**src/rtl/count_data_path.sv**
```systemverilog
`default_nettype none
// ============================================================================
// Module   : count_data_path
// Purpose  : Datapath stage under the counter control FSM. Holds the
//            sub-counter s, the main counter y, a capture register for the
//            external preset x, and the sticky overflow flag. It executes the
//            FSM command strobes every clock and returns the branch flags.
// Ports    : clk, rst (async, active-high)
//            x_in / x_load                       - preset capture
//            y_en, y_store_x, y_select_next      - y commands
//            s_en, s_zero, s_add, s_step         - s commands
//            y, s, y_ovf                         - registered state
//            y_inc, s_empty                      - combinational flags
// Revision : 1.0 - initial release
// ============================================================================
module count_data_path #(
    parameter int YW     = 8,
    parameter int SW     = 4,
    parameter int S_MOD  = 4,
    parameter int S_LOAD = 8
) (
    input  logic          clk,
    input  logic          rst,
    input  logic [YW-1:0] x_in,
    input  logic          x_load,
    input  logic [1:0]    y_select_next,
    input  logic [1:0]    s_step,
    input  logic          y_en,
    input  logic          s_en,
    input  logic          y_store_x,
    input  logic          s_add,
    input  logic          s_zero,
    output logic [YW-1:0] y,
    output logic [SW-1:0] s,
    output logic          y_inc,
    output logic          s_empty,
    output logic          y_ovf
);

    localparam logic [1:0]    Y_SEL_HOLD = 2'd0;
    localparam logic [1:0]    Y_SEL_INC  = 2'd1;
    localparam logic [1:0]    Y_SEL_DEC  = 2'd2;
    localparam logic [1:0]    Y_SEL_CLR  = 2'd3;

    localparam logic [SW:0]   S_MOD_W    = (SW+1)'(S_MOD);
    localparam logic [SW-1:0] S_LAST     = SW'(S_MOD - 1);
    localparam logic [SW-1:0] S_LOAD_W   = SW'(S_LOAD);
    localparam logic [YW-1:0] Y_ONES     = {YW{1'b1}};

    logic [YW-1:0] x_reg_q, x_reg_d;
    logic [YW-1:0] y_q, y_d;
    logic [SW-1:0] s_q, s_d;
    logic          y_ovf_q, y_ovf_d;

    logic [YW-1:0] x_eff;
    logic [SW-1:0] s_base;
    logic [SW:0]   s_sum;
    logic [SW:0]   s_step_w;

    // ------------------------------------------------------------------
    // Registers
    // ------------------------------------------------------------------
    always_ff @(posedge clk or posedge rst) begin
        if (rst) begin
            x_reg_q <= '0;
            y_q     <= '0;
            s_q     <= '0;
            y_ovf_q <= 1'b0;
        end else begin
            x_reg_q <= x_reg_d;
            y_q     <= y_d;
            s_q     <= s_d;
            y_ovf_q <= y_ovf_d;
        end
    end

    // ------------------------------------------------------------------
    // Preset capture; the bypass lets a same-cycle load+store use x_in.
    // ------------------------------------------------------------------
    always_comb begin
        x_reg_d = x_load ? x_in : x_reg_q;
        x_eff   = x_load ? x_in : x_reg_q;
    end

    // ------------------------------------------------------------------
    // Sub-counter: modulo up-count (single wrap) or saturating down-count
    // ------------------------------------------------------------------
    always_comb begin
        s_base   = s_zero ? S_LOAD_W : s_q;
        s_step_w = {{(SW-1){1'b0}}, s_step};
        s_sum    = {1'b0, s_base} + s_step_w;
        s_d      = s_q;
        if (s_en) begin
            if (s_add) begin
                if (s_sum >= S_MOD_W) begin
                    s_d = SW'(s_sum - S_MOD_W);
                end else begin
                    s_d = s_sum[SW-1:0];
                end
            end else begin
                if ({1'b0, s_base} < s_step_w) begin
                    s_d = '0;
                end else begin
                    s_d = s_base - SW'(s_step);
                end
            end
        end
    end

    // ------------------------------------------------------------------
    // Main counter and sticky wrap flag
    // ------------------------------------------------------------------
    always_comb begin
        y_d     = y_q;
        y_ovf_d = y_ovf_q;
        if (y_en) begin
            if (y_store_x) begin
                y_d     = x_eff;
                y_ovf_d = 1'b0;
            end else begin
                case (y_select_next)
                    Y_SEL_HOLD: y_d = y_q;
                    Y_SEL_INC: begin
                        y_d = y_q + 1'b1;
                        if (y_q == Y_ONES) y_ovf_d = 1'b1;
                    end
                    Y_SEL_DEC: begin
                        y_d = y_q - 1'b1;
                        if (y_q == '0) y_ovf_d = 1'b1;
                    end
                    Y_SEL_CLR: y_d = '0;
                    default:   y_d = y_q;
                endcase
            end
        end
    end

    // ------------------------------------------------------------------
    // Outputs; flags come straight from the registered s.
    // ------------------------------------------------------------------
    assign y       = y_q;
    assign s       = s_q;
    assign y_ovf   = y_ovf_q;
    assign y_inc   = (s_q == S_LAST);
    assign s_empty = (s_q == '0);

endmodule
`default_nettype wire

```
**config.mk**
```make
export PLATFORM = sky130hd
export DESIGN_NAME = count_data_path
export DESIGN_NICKNAME = d
export VERILOG_FILES = /design/src/rtl/count_data_path.sv
export SDC_FILE = /design/constraint.sdc
export NUM_CORES = 1
export LEC_CHECK = 0
export ABC_AREA = 1
export CORE_MARGIN = 4
export CORE_UTILIZATION = 45
export DETAILED_ROUTE_END_ITERATION = 8
export PLACE_DENSITY = 0.75
export SLEW_MARGIN = 30
export SYNTH_ARGS = -nofsm -noshare
export SYNTH_HDL_FRONTEND = slang
export SYNTH_SLANG_ARGS = --single-unit
export TNS_END_PERCENT = 30
```
**constraint.sdc**
```tcl
create_clock -name clk -period 4 [get_ports clk]
set_clock_uncertainty 0.05 [all_clocks]
set_input_delay 0.4 -clock clk [delete_from_list [all_inputs] [get_ports clk]]
set_output_delay 0.4 -clock clk [all_outputs]
set_load 0.1 [all_outputs]
```
* Word level (Yosys, flattened, before mapping)
Index checks and enable logic that the tools add are counted.
** Word-level totals
- Bits in registers :: 21
- Output and inout bits :: 15
** Cells by class
- $add $sub $neg :: 5
- $lt $le $gt $ge :: 2
- Equality and inequality tests :: 8
- Muxes and demuxes :: 11
- Reductions and logical operators :: 6
** Operators with widths (count)
- case mux 8 bit (3 select lines) :: 1
- 2-to-1 mux 4 bit :: 4
- 2-to-1 mux 8 bit :: 2
- adder 8 x 1 -> 8 bit (second input constant) :: 1
- == test 8 bit (second input constant) :: 1
- logical NOT 8 bit :: 1
- subtractor 8 x 1 -> 8 bit (second input constant) :: 1
- != test 3 bit (second input constant) :: 2
- adder 4 x 2 -> 5 bit :: 1
- >= comparator 5 x 3 -> 1 bit (second input constant) :: 1
- == test 2 bit (second input constant) :: 2
- == test 4 x 2 -> 1 bit (second input constant) :: 1
- logical NOT 4 bit :: 1
- < comparator 4 x 2 -> 1 bit :: 1
- AND reduction 4 bit :: 1
- subtractor 4 x 2 -> 4 bit :: 1
- subtractor 4 x 3 -> 4 bit (second input constant) :: 1
- 2-to-1 mux 1 bit :: 3
- nonzero test 3 bit :: 1
- == test 2 x 1 -> 1 bit (second input constant) :: 1
- logical NOT 2 bit :: 1
- != test 2 bit (second input constant) :: 1
- case mux 1 bit (2 select lines) :: 1
- AND reduction 2 bit :: 1

* Longest topological paths before layout
- Depth in word-level cells :: 5
- Mapped depth :: 18
- Gate-level depth less buffers :: 18

* Worst setup path before layout
Ideal clock, no wire load.
- Path kind :: reg2out
- Start :: register s_q[3] (netlist: s[3])
- End :: output port s_empty
- Data arrival time :: 3235 ps
- Required time :: 3550 ps
- Slack :: 315 ps
- Cell stages (with the launch flop) :: 3
- Cell sequence :: dfrtp_1 or2_2 nor3_1
** On the way
- Word-level cells in the longest chain between the ends :: 1
** RTL lines
- start, declared :: RTL line 52 : logic [SW-1:0] s_q, s_d;
- start signal, assigned :: RTL line 67 : s_q <= '0;
- start signal, assigned :: RTL line 72 : s_q <= s_d;
- logical NOT 4 bit :: RTL line 145 : assign s_empty = (s_q == '0);
- end, declared :: RTL line 36 : output logic s_empty,
No other way between the ends.

* Worst setup path after layout
- Start :: register s_q[3] (netlist: s[3])
- End :: output port y_inc
** On the way
- Word-level cells in the longest chain between the ends :: 1
** RTL lines
- == test 4 x 2 -> 1 bit :: RTL line 144 : assign y_inc = (s_q == S_LAST);
- end, declared :: RTL line 35 : output logic y_inc,
No other way between the ends.

==> impl_results.md <==
- Netlist Area Pre-Place: 1590 um^2
- Vias in the first global route: 1370
- Max-Cap Viols: 0
- Layout cells sized above 1: approximately 3.4%
- Power Density: between 400 and 500 nW/um^2
- VDD IR max: 0.000296 V
- Register area share after synthesis: 33.0%
- Status: complete, no violations
- Vias per Instance: 5.04
- DR vias: 1581
- Ant diodes: 0
- Die height: 67.4 um
- # setup viols final: 0
- Hold Crit Depth: 2
- H-tree levels: 1
- Area leader, netlist: dfrtp_1
- Worst-path maximum fanout: 5
- Slew margin rel.: 35.1%
- Leakage: approximately 1.1 nW
- Total global-route track usage: 17.2%
- DR iter-0 viols: 87
- Crit path time final: about 2.8 ns
- Syn nets: around 270
- Fin. max-slew vios: 0
- Routed WL per cell: 11.6 um
- Post-synth EDFFs: 0
- #FFs+latches synth: 21
- GR Overflow Total: 0
- Synth-to-Final Area Change: 25.2%
- Synth top area share: approximately a third
- Die area: between 4000 and 5000 um^2
- Root Buffer: clkbuf_4
- Cts hold-fix bufs: 0
- Crit path setup slack, layout: between 1 and 1.5 ns
- I/O pin count: 35
- Worst setup EP type: output pin
- Commonest non-fill, non-tap cell in the layout: nand2_1
- Data required, critical path: 3.55 ns
- R2R cell count: 15
- Setup bufs post-CTS: 0
- Initial Util: 47.3%
- FMAX: 354 MHz
- Avg Cell Area, Syn: 6.83 um^2
- Critical Setup Path Class: flip-flop to output pin
- PortBufs: 34
- Final ANT Viol Nets: 0
- Die Wd: 67.4 um
- Slew of the pin with the lowest slew margin: 0.971 ns
- Number of antenna violations at the first check in global routing: 0
- Cell variety after synth: 26
- Critical path startpoint category: flip-flop
- Clock net sink count: 21
- FFs w/ async S/R, synth: 100%
- CTS clk-pin slew, worst paths: 0.12 ns
- Primary FF master, synth: dfrtp_1
- RePlAce Congestion: 0.890
- Fin crit share: 70.6%
- Clock Latency Late Sink: 0.31 ns
- Longest Clk Path Bufs: 2
- Dpl ws: 1.35 ns
- Commonest cells after routing, fill and taps aside: 79 x nand2_1, 37 x inv_1, 34 x clkdlybuf4s50_1
- Final WL: 3650 um
- TritonCTS clock tree: built
- Unrepaired setup endpoints after global routing: false
- Ys Warns: 0
- 1st-pass router iterations: 4
- Syn Inst Count: between 200 and 250
- Hold Vio Cnt, Final: 0
- Std cell rows: 21
- Post-DP HPWL: 3010 um
- Min-Delay Path Class: flip-flop to flip-flop
- Area of the core: between 3000 and 4000 um^2
- Num CTS Buffers: 3
- Largest cells by area after synthesis: dfrtp_1 33%, nand2_1 19%, inv_1 8.7%
- Global-route wire length before repair: 6060 um
- Remaining DRCs: 0
- NumNets Final: around 300
- Setup TNS: 0 ns
- Largest net degree at the start of global routing: 22
- Worst EP arrival: 2.38 ns
- PostCTS Resize Cnt: 0
-- metal layers --
metal | GRT usage (%) | up-vias | wire length [um] | share of wire, %
met4 | 3.54 | 0 | 6 | 0.16
met3 | 1.66 | 2 | 180 | 4.9
li1 | - | 815 | - | -
met1 | 22.8 | 730 | 1630 | 45
met5 | 0 | - | 0 | 0
met2 | 30.3 | 34 | 1840 | 50
-- critical path: stages, from the launching register on --
cell and delay [ns]:
dfrtp_1 0.45, or2_2 0.31, nor3_1 0.15, clkdlybuf4s50_1 1.16
-- cells in the mapped netlist (2+ instances only) --
library cell  number
nand2_1           79
inv_1             37
dfrtp_1           21
nand3_1           18
a21oi_1           17
nor2_1            17
ha_1              11
a22oi_1            4
nand4_1            4
o21ai_0            4
xor2_1             3
buf_6              2
nand3b_1           2
nor3_1             2
-- cells by family after synthesis --
| group | Yosys count | synth area share (%) |
|---|---|---|
| compound gates | 32 | 12.4 |
| xor+xnor | 3 | 1.65 |
| fa+ha+maj | 12 | 9.91 |
| buf+inv | 42 | 11.1 |
| flops | 21 | 33.0 |
| simple gates | 123 | 31.9 |
-- final cells by class --
| cell class | count | area (um^2) |
|---|---|---|
| tap | 46 | 57.6 |
| fill | 355 | 1370 |
| timing repair buffer | 34 | 340 |
| clock inverter | 1 | 7.51 |
| clock buffer | 3 | 22.5 |
| inverter | 39 | 149 |
| multi-input combinational | 170 | 888 |
| sequential | 21 | 526 |
-- flip-flops by register name, indices dropped and copies added, names as in the netlist --
name	count
s	4
x_reg_q	8
y	8
y_ovf	1
-- report_power, final --
| group | internal (mW) | switching [mW] | total, mW |
|---|---|---|---|
| combinational | 0.144 | 0.355 | 0.499 |
| clock | 0.0381 | 0.0697 | 0.108 |
| sequential | 0.244 | 0.0370 | 0.281 |
| total | 0.426 | 0.462 | 0.887 |
-- per-stage QoR --
step	total power, mW	std cells	hold WS, ns	utilization, %	area, um^2
CTS	0.893	314	0.451	59.2	1990
global route	0.945	314	0.463	59.2	1990
finish	0.887	314	0.446	59.2	1990
detailed placement	0.783	310	0.420	58.3	1960
global placement	0.781	310	0.400	58.3	1960
floorplan	0.661	233	0.327	-	1590
-- final timing paths --
| path | start | endpoint | slack (ns) |
|---|---|---|---|
| max | s[3] | y_inc | 1.17 |
| min | x_reg_q[7] | x_reg_q[7] | 0.45 |
| max reg2reg | s[1] | s[3] | 1.87 |
| min reg2reg | x_reg_q[7] | x_reg_q[7] | 0.45 |
| max in group asynchronous | rst | y[5] | 2.96 |
| min in group asynchronous | rst | x_reg_q[1] | 0.47 |
No activity file was read; power rests on OpenSTA's default activity.
